**src/rtl/lcd_hex_display.sv**
```systemverilog
// HD44780 4-bit back end: runs power-on init, then shows an 8-bit value as two hex chars.
// Optional build macro LCD_SKIP_SAME_EN drops loads equal to the value already on screen.
module lcd_hex_display #(
  parameter int INIT_WAIT = 750000,
  parameter int T_SU      = 2,
  parameter int T_EN      = 12,
  parameter int T_GAP     = 50,
  parameter int T_CMD     = 2000,
  parameter int T_CLR     = 82000
) (
  input  logic       Clock,
  input  logic       Reset,
  input  logic [7:0] iData,
  input  logic       iLoad,
  output logic       oBusy,
  output logic       oLCD_E,
  output logic       oLCD_RS,
  output logic       oLCD_RW,
  output logic [3:0] oLCD_Data
);
  localparam int MAXA = (INIT_WAIT > T_CLR) ? INIT_WAIT : T_CLR;
  localparam int MAXB = (T_CMD > T_GAP) ? T_CMD : T_GAP;
  localparam int MAXC = (T_SU > T_EN) ? T_SU : T_EN;
  localparam int MAXD = (MAXA > MAXB) ? MAXA : MAXB;
  localparam int MAXT = (MAXD > MAXC) ? MAXD : MAXC;
  localparam int CW   = $clog2(MAXT + 1);
  typedef logic [CW-1:0] cnt_t;

  typedef enum logic [2:0] {PWR_WAIT, INIT_NIB, CONFIG, IDLE, WRITE} state_t;
  typedef enum logic [1:0] {SETUP, PULSE, HOLD} phase_t;

  state_t     state, stateN;
  phase_t     phase, phaseN;
  cnt_t       cnt, cntN;
  logic [1:0] idx, idxN;
  logic       hi, hiN;
  logic       pend, pendN;
  logic [7:0] pendVal, pendValN, shown, shownN;
  logic [3:0] holdD;
  logic       holdRs;
  logic [7:0] curByte, cand;
  logic [3:0] curNib;
  logic       curRs, active, goIdle, candVld, dropSame;

  function automatic logic [7:0] hexChar(input logic [3:0] n);
    return (n <= 4'd9) ? 8'h30 + {4'h0, n} : 8'h37 + {4'h0, n};
  endfunction

  assign active = (state == INIT_NIB) || (state == CONFIG) || (state == WRITE);

  always_comb begin
    curByte = 8'h00;
    curRs   = 1'b0;
    unique case (state)
      INIT_NIB: curByte = (idx == 2'd3) ? 8'h20 : 8'h30;
      CONFIG: begin
        unique case (idx)
          2'd0:    curByte = 8'h28;
          2'd1:    curByte = 8'h06;
          2'd2:    curByte = 8'h0C;
          default: curByte = 8'h01;
        endcase
      end
      WRITE: begin
        unique case (idx)
          2'd0:    curByte = 8'h80;
          2'd1:    begin curByte = hexChar(shown[7:4]); curRs = 1'b1; end
          default: begin curByte = hexChar(shown[3:0]); curRs = 1'b1; end
        endcase
      end
      default: ;
    endcase
    curNib = hi ? curByte[7:4] : curByte[3:0];
  end

  // A strobe in the same cycle as IDLE entry beats the pending value.
  assign cand    = iLoad ? iData : pendVal;
  assign candVld = iLoad | pend;
`ifdef LCD_SKIP_SAME_EN
  assign dropSame = (cand == shown);
`else
  assign dropSame = 1'b0;
`endif

  always_comb begin
    stateN   = state;
    phaseN   = phase;
    cntN     = cnt;
    idxN     = idx;
    hiN      = hi;
    pendN    = pend;
    pendValN = pendVal;
    shownN   = shown;
    goIdle   = 1'b0;
    if (iLoad && state != IDLE) begin
      pendN    = 1'b1;
      pendValN = iData;
    end
    if (state == PWR_WAIT) begin
      if (cnt == '0) begin
        stateN = INIT_NIB;
        phaseN = SETUP;
        cntN   = cnt_t'(T_SU - 1);
        idxN   = 2'd0;
        hiN    = 1'b1;
      end else cntN = cnt - 1'b1;
    end else if (active) begin
      if (cnt != '0) cntN = cnt - 1'b1;
      else begin
        unique case (phase)
          SETUP: begin
            phaseN = PULSE;
            cntN   = cnt_t'(T_EN - 1);
          end
          PULSE: begin
            phaseN = HOLD;
            if (hi && state != INIT_NIB)              cntN = cnt_t'(T_GAP - 1);
            else if (state == CONFIG && idx == 2'd3) cntN = cnt_t'(T_CLR - 1);
            else                                      cntN = cnt_t'(T_CMD - 1);
          end
          default: begin
            phaseN = SETUP;
            cntN   = cnt_t'(T_SU - 1);
            hiN    = 1'b1;
            if (hi && state != INIT_NIB) hiN = 1'b0;
            else if (state == INIT_NIB) begin
              idxN = (idx == 2'd3) ? 2'd0 : idx + 2'd1;
              if (idx == 2'd3) stateN = CONFIG;
            end else if ((state == CONFIG && idx != 2'd3) || (state == WRITE && idx != 2'd2))
              idxN = idx + 2'd1;
            else goIdle = 1'b1;
          end
        endcase
      end
    end
    // IDLE entry and IDLE itself share one decision so a queued value starts with no idle cycle.
    if (state == IDLE || goIdle) begin
      pendN  = 1'b0;
      stateN = IDLE;
      phaseN = SETUP;
      if (candVld && !dropSame) begin
        stateN = WRITE;
        cntN   = cnt_t'(T_SU - 1);
        idxN   = 2'd0;
        hiN    = 1'b1;
        shownN = cand;
      end
    end
  end

  always_ff @(posedge Clock or negedge Reset) begin
    if (!Reset) begin
      state   <= PWR_WAIT;
      phase   <= SETUP;
      cnt     <= cnt_t'(INIT_WAIT - 1);
      idx     <= 2'd0;
      hi      <= 1'b1;
      pend    <= 1'b0;
      pendVal <= 8'h00;
      shown   <= 8'h00;
      holdD   <= 4'h0;
      holdRs  <= 1'b0;
    end else begin
      state   <= stateN;
      phase   <= phaseN;
      cnt     <= cntN;
      idx     <= idxN;
      hi      <= hiN;
      pend    <= pendN;
      pendVal <= pendValN;
      shown   <= shownN;
      holdD   <= oLCD_Data;
      holdRs  <= oLCD_RS;
    end
  end

  // Bus keeps the last nibble/RS while idle so the LCD sees stable lines.
  assign oLCD_E    = active && (phase == PULSE);
  assign oLCD_Data = active ? curNib : holdD;
  assign oLCD_RS   = active ? curRs : holdRs;
  assign oLCD_RW   = 1'b0;
  assign oBusy     = (state != IDLE);
endmodule

```
**config.mk**
```make
export PLATFORM = sky130hd
export DESIGN_NAME = lcd_hex_display
export DESIGN_NICKNAME = d
export VERILOG_FILES = /design/src/rtl/lcd_hex_display.sv
export SDC_FILE = /design/constraint.sdc
export NUM_CORES = 1
export LEC_CHECK = 0
export ABC_AREA = 1
export CAP_MARGIN = 10
export CORE_MARGIN = 4
export CORE_UTILIZATION = 30
export DETAILED_ROUTE_END_ITERATION = 12
export GPL_TIMING_DRIVEN = 0
export MAX_ROUTING_LAYER = met4
export SLEW_MARGIN = 0
export SYNTH_ARGS = -nofsm -noshare
export SYNTH_HDL_FRONTEND = slang
export SYNTH_SLANG_ARGS = --single-unit
```
**constraint.sdc**
```tcl
create_clock -name Clock -period 2 [get_ports Clock]
set_input_delay 0.2 -clock Clock [delete_from_list [all_inputs] [get_ports Clock]]
set_output_delay 0.2 -clock Clock [all_outputs]
set_load 0.05 [all_outputs]
```
==> results.py <==
metrics = {
    "die": {
        "die_h_um": 118,
        "initial_utilization_pct": 31.1,
        "rows": 39,
        "core_area_sq_mm": 0.0116,
        "die_area_sq_mm": 0.0138,
        "die_w_um": 118,
        "io_pins": 19,
    },
    "flow_run": {
        "max-cap-violations": 0,
    },
    "sta": {
        "fmax_mhz": 454,
        "clock_skew_ps": 8.45,
        "slew_viol_final": 0,
        "finalCriticalPeriod_ps": 2200,
        "rsz0062_at_grt": "true",
        "period_share_pct": 110,
        "final-hold-violation-count": 0,
        "tns_ps": -519,
        "setup_violations": 4,
        "worst_slack_ps": -204,
    },
    "placed_design": {
        "place_hpwl_um": 6400,
        "dp_slack_ps": -796,
        "gp_congestion": 0.872,
        "port_buffers": 16,
        "place_area_sq_mm": 0.00397,
    },
    "route": {
        "ant_nets": 0,
        "routedWlPerCell_um": 13.3,
        "routed_wl_um": 8980,
        "drtIter0Drc": 208,
        "drtPass1Iterations": 5,
        "route.vias.total": 3309,
        "drcViolationCount": 0,
        "viasPerCell": 4.92,
    },
    "critical_path": {
        "critical_path_class": "reg -> out",
        "path_buf_inv": 2,
        "cp_slowest_cell": "dfrtp_1",
        "critPathTopFamily": "simple AND/OR/NAND/NOR gates",
        "worst_ep_arrival_time_ps": 2000,
        "cp_cell_sequence": "inv_2, ha_4, nor2_4, o21ai_4, nand2_2, o211ai_1, nand3_1, nand2_1, nand2_1, nand2_2, buf_8",
        "r2r-end": "cnt[18]",
        "cp-start-kind": "flop",
        "r2r_slack_ps": 100,
        "reg2regPathDepth": 9,
        "cp_slowest_stage_delay_ps": 440,
        "critical_path_required_ps": 1800,
        "worstPathMaxFanout": 5,
        "cp-end-kind": "output pin",
        "regToRegStartpoint": "state[0]",
    },
    "yosys": {
        "ys_ff_latch": 50,
        "ys_seq_area_share_pct": 35.3,
        "synth_cell_types": 41,
        "syn_area_per_cell_sq_um": 7.51,
        "yosys_warnings": 0,
        "synth_fp_nets": 500,
        "synth_area_sq_mm": 0.00360,
        "syn_inst": 479,
    },
    "finish": {
        "diodes": 0,
        "finalInstanceArea_sq_mm": 0.00462,
        "drive_above_1_share_pct": 35.1,
        "final_cell_mix": "nand2_1, nor2_1, nand3_1",
        "nFillCells": 1114,
        "final_common_cell": "nand2_1",
        "fin_nets": 550,
        "synthToLayoutAreaGrowth_pct": 28.3,
    },
    "clocking": {
        "clock-sinks": 50,
        "cts_tree": "done",
        "h-tree-depth": 2,
        "clock_latency_ps": 300,
        "root_buffer": "clkbuf_16",
        "cts_buffers": 5,
        "cts_buffer_depth": 2,
        "path_clk_slew_ps": 80,
    },
    "global_route": {
        "grt_max_degree": 34,
        "first_global_vias": 3186,
        "grt_use_total_pct": 13.2,
        "grt_remaining_overflow": 0,
        "antenna_found_initial": 0,
        "grt_pass1_wl_um": 15100,
    },
    "hold_path": {
        "hp-class": "in -> async",
    },
    "power_and_ir_drop": {
        "power_density_mw_per_mm2": 440,
        "p_leak_nw": 2.14,
        "peakVddDrop_v": 0.000296,
    },
    "status": {
        "violations": "setup timing",
        "status": "finished, violations left",
    },
}
-- synthesized netlist by cell type, drive strengths merged --
cell	instances	area, sq um
mux2i	8	80.1
o21ai	22	148
buf	9	85.1
dfrtp	36	901
xor2	8	70.1
clkbuf	1	3.75
nand3	49	260
o22ai	3	18.8
xnor2	4	35.0
o221ai	3	26.3
nand3b	2	18.8
a22oi	1	7.51
o211ai	8	60.1
a21oi	3	15.0
a31oi	4	25.0
nand4	6	37.5
mux2	8	90.1
nor3	12	90.1
o31ai	1	7.51
ha	10	125
inv	64	243
conb	1	3.75
nand2b	1	6.26
nor2	63	284
or2	2	12.5
dfstp	14	368
nand2	136	577
-- metal layers --
metal,track usage (%),vias up,wire length [um]
met5,-,-,0
li1,-,1651,-
met3,1.59,11,310
met1,17.6,1571,4220
met2,21.0,76,4290
met4,4.25,0,156
-- worst max path at each step --
stage             start      endpoint  depth (start not counted)  slack (ps)
2_1_floorplan  shown[0]      holdD[3]                         10           7
3_3_place_gp      Reset       cnt[11]                          1        -810
4_1_cts        shown[0]  oLCD_Data[0]                         11        -220
6_report       shown[4]  oLCD_Data[0]                         11        -200
5_1_grt        shown[4]  oLCD_Data[0]                         12        -320
3_5_place_dp   shown[4]  oLCD_Data[0]                         11        -800
-- power breakdown --
group	total, mW	internal [mW]	switching [mW]
logic	0.0944	0.0449	0.0495
registers	1.03	1.03	0.00698
clock network	0.901	0.476	0.425
total	2.03	1.55	0.481
-- stage by stage --
step           util, %  cells  total power, mW  hold WS (ps)
3_5_place_dp      34.3    639             1.15           175
6_report          39.9    673             2.03           377
5_1_grt           39.9    673             2.10           428
3_3_place_gp      34.2    638             1.14           468
4_1_cts           36.7    658             2.06           383
2_1_floorplan        -    479             1.10         -95.6
-- state kept, by name, summed over array words and instances (netlist names) --
register  count
hi            1
holdRs        1
cnt          20
holdD         4
phase         2
shown         8
idx           2
pendVal       8
state         3
pend          1
-- timing repair --
| item | CTS | global route |
|---|---|---|
| endpoints found under the setup margin | 7 | 38 |
| cloned | 0 | 1 |
| hold buffers | 1 | 0 |
| endpoints found under the hold margin | 13 | 0 |
| pin swaps | 3 | 19 |
| gates resized for setup | 58 | 66 |
| buffers inserted | 10 | 15 |
-- cells by family after synthesis --
| group | after synthesis | share of synthesized area, % |
|---|---|---|
| muxes | 16 | 4.73 |
| buffers and inverters | 74 | 9.21 |
| and+or+nand+nor | 271 | 35.7 |
| AOI/OAI and AO/OA | 45 | 8.55 |
| DFF | 50 | 35.3 |
| adders and majority gates | 10 | 3.48 |
| xor gates and xnor gates | 12 | 2.92 |
| other | 1 | 0.104 |
-- layout make-up --
class | count | area, sq um | share of cell area [%]
flip-flops and latches | 50 | 1270 | 27.6
clock inverters | 3 | 26.3 | 0.569
repair buffers | 44 | 419 | 9.08
inverters | 64 | 253 | 5.48
clock buffers | 5 | 125 | 2.71
multi-input cells | 355 | 2240 | 48.6
plain buffers | 9 | 96.3 | 2.09
well taps | 143 | 179 | 3.88
(Power assumes the default switching activity.)
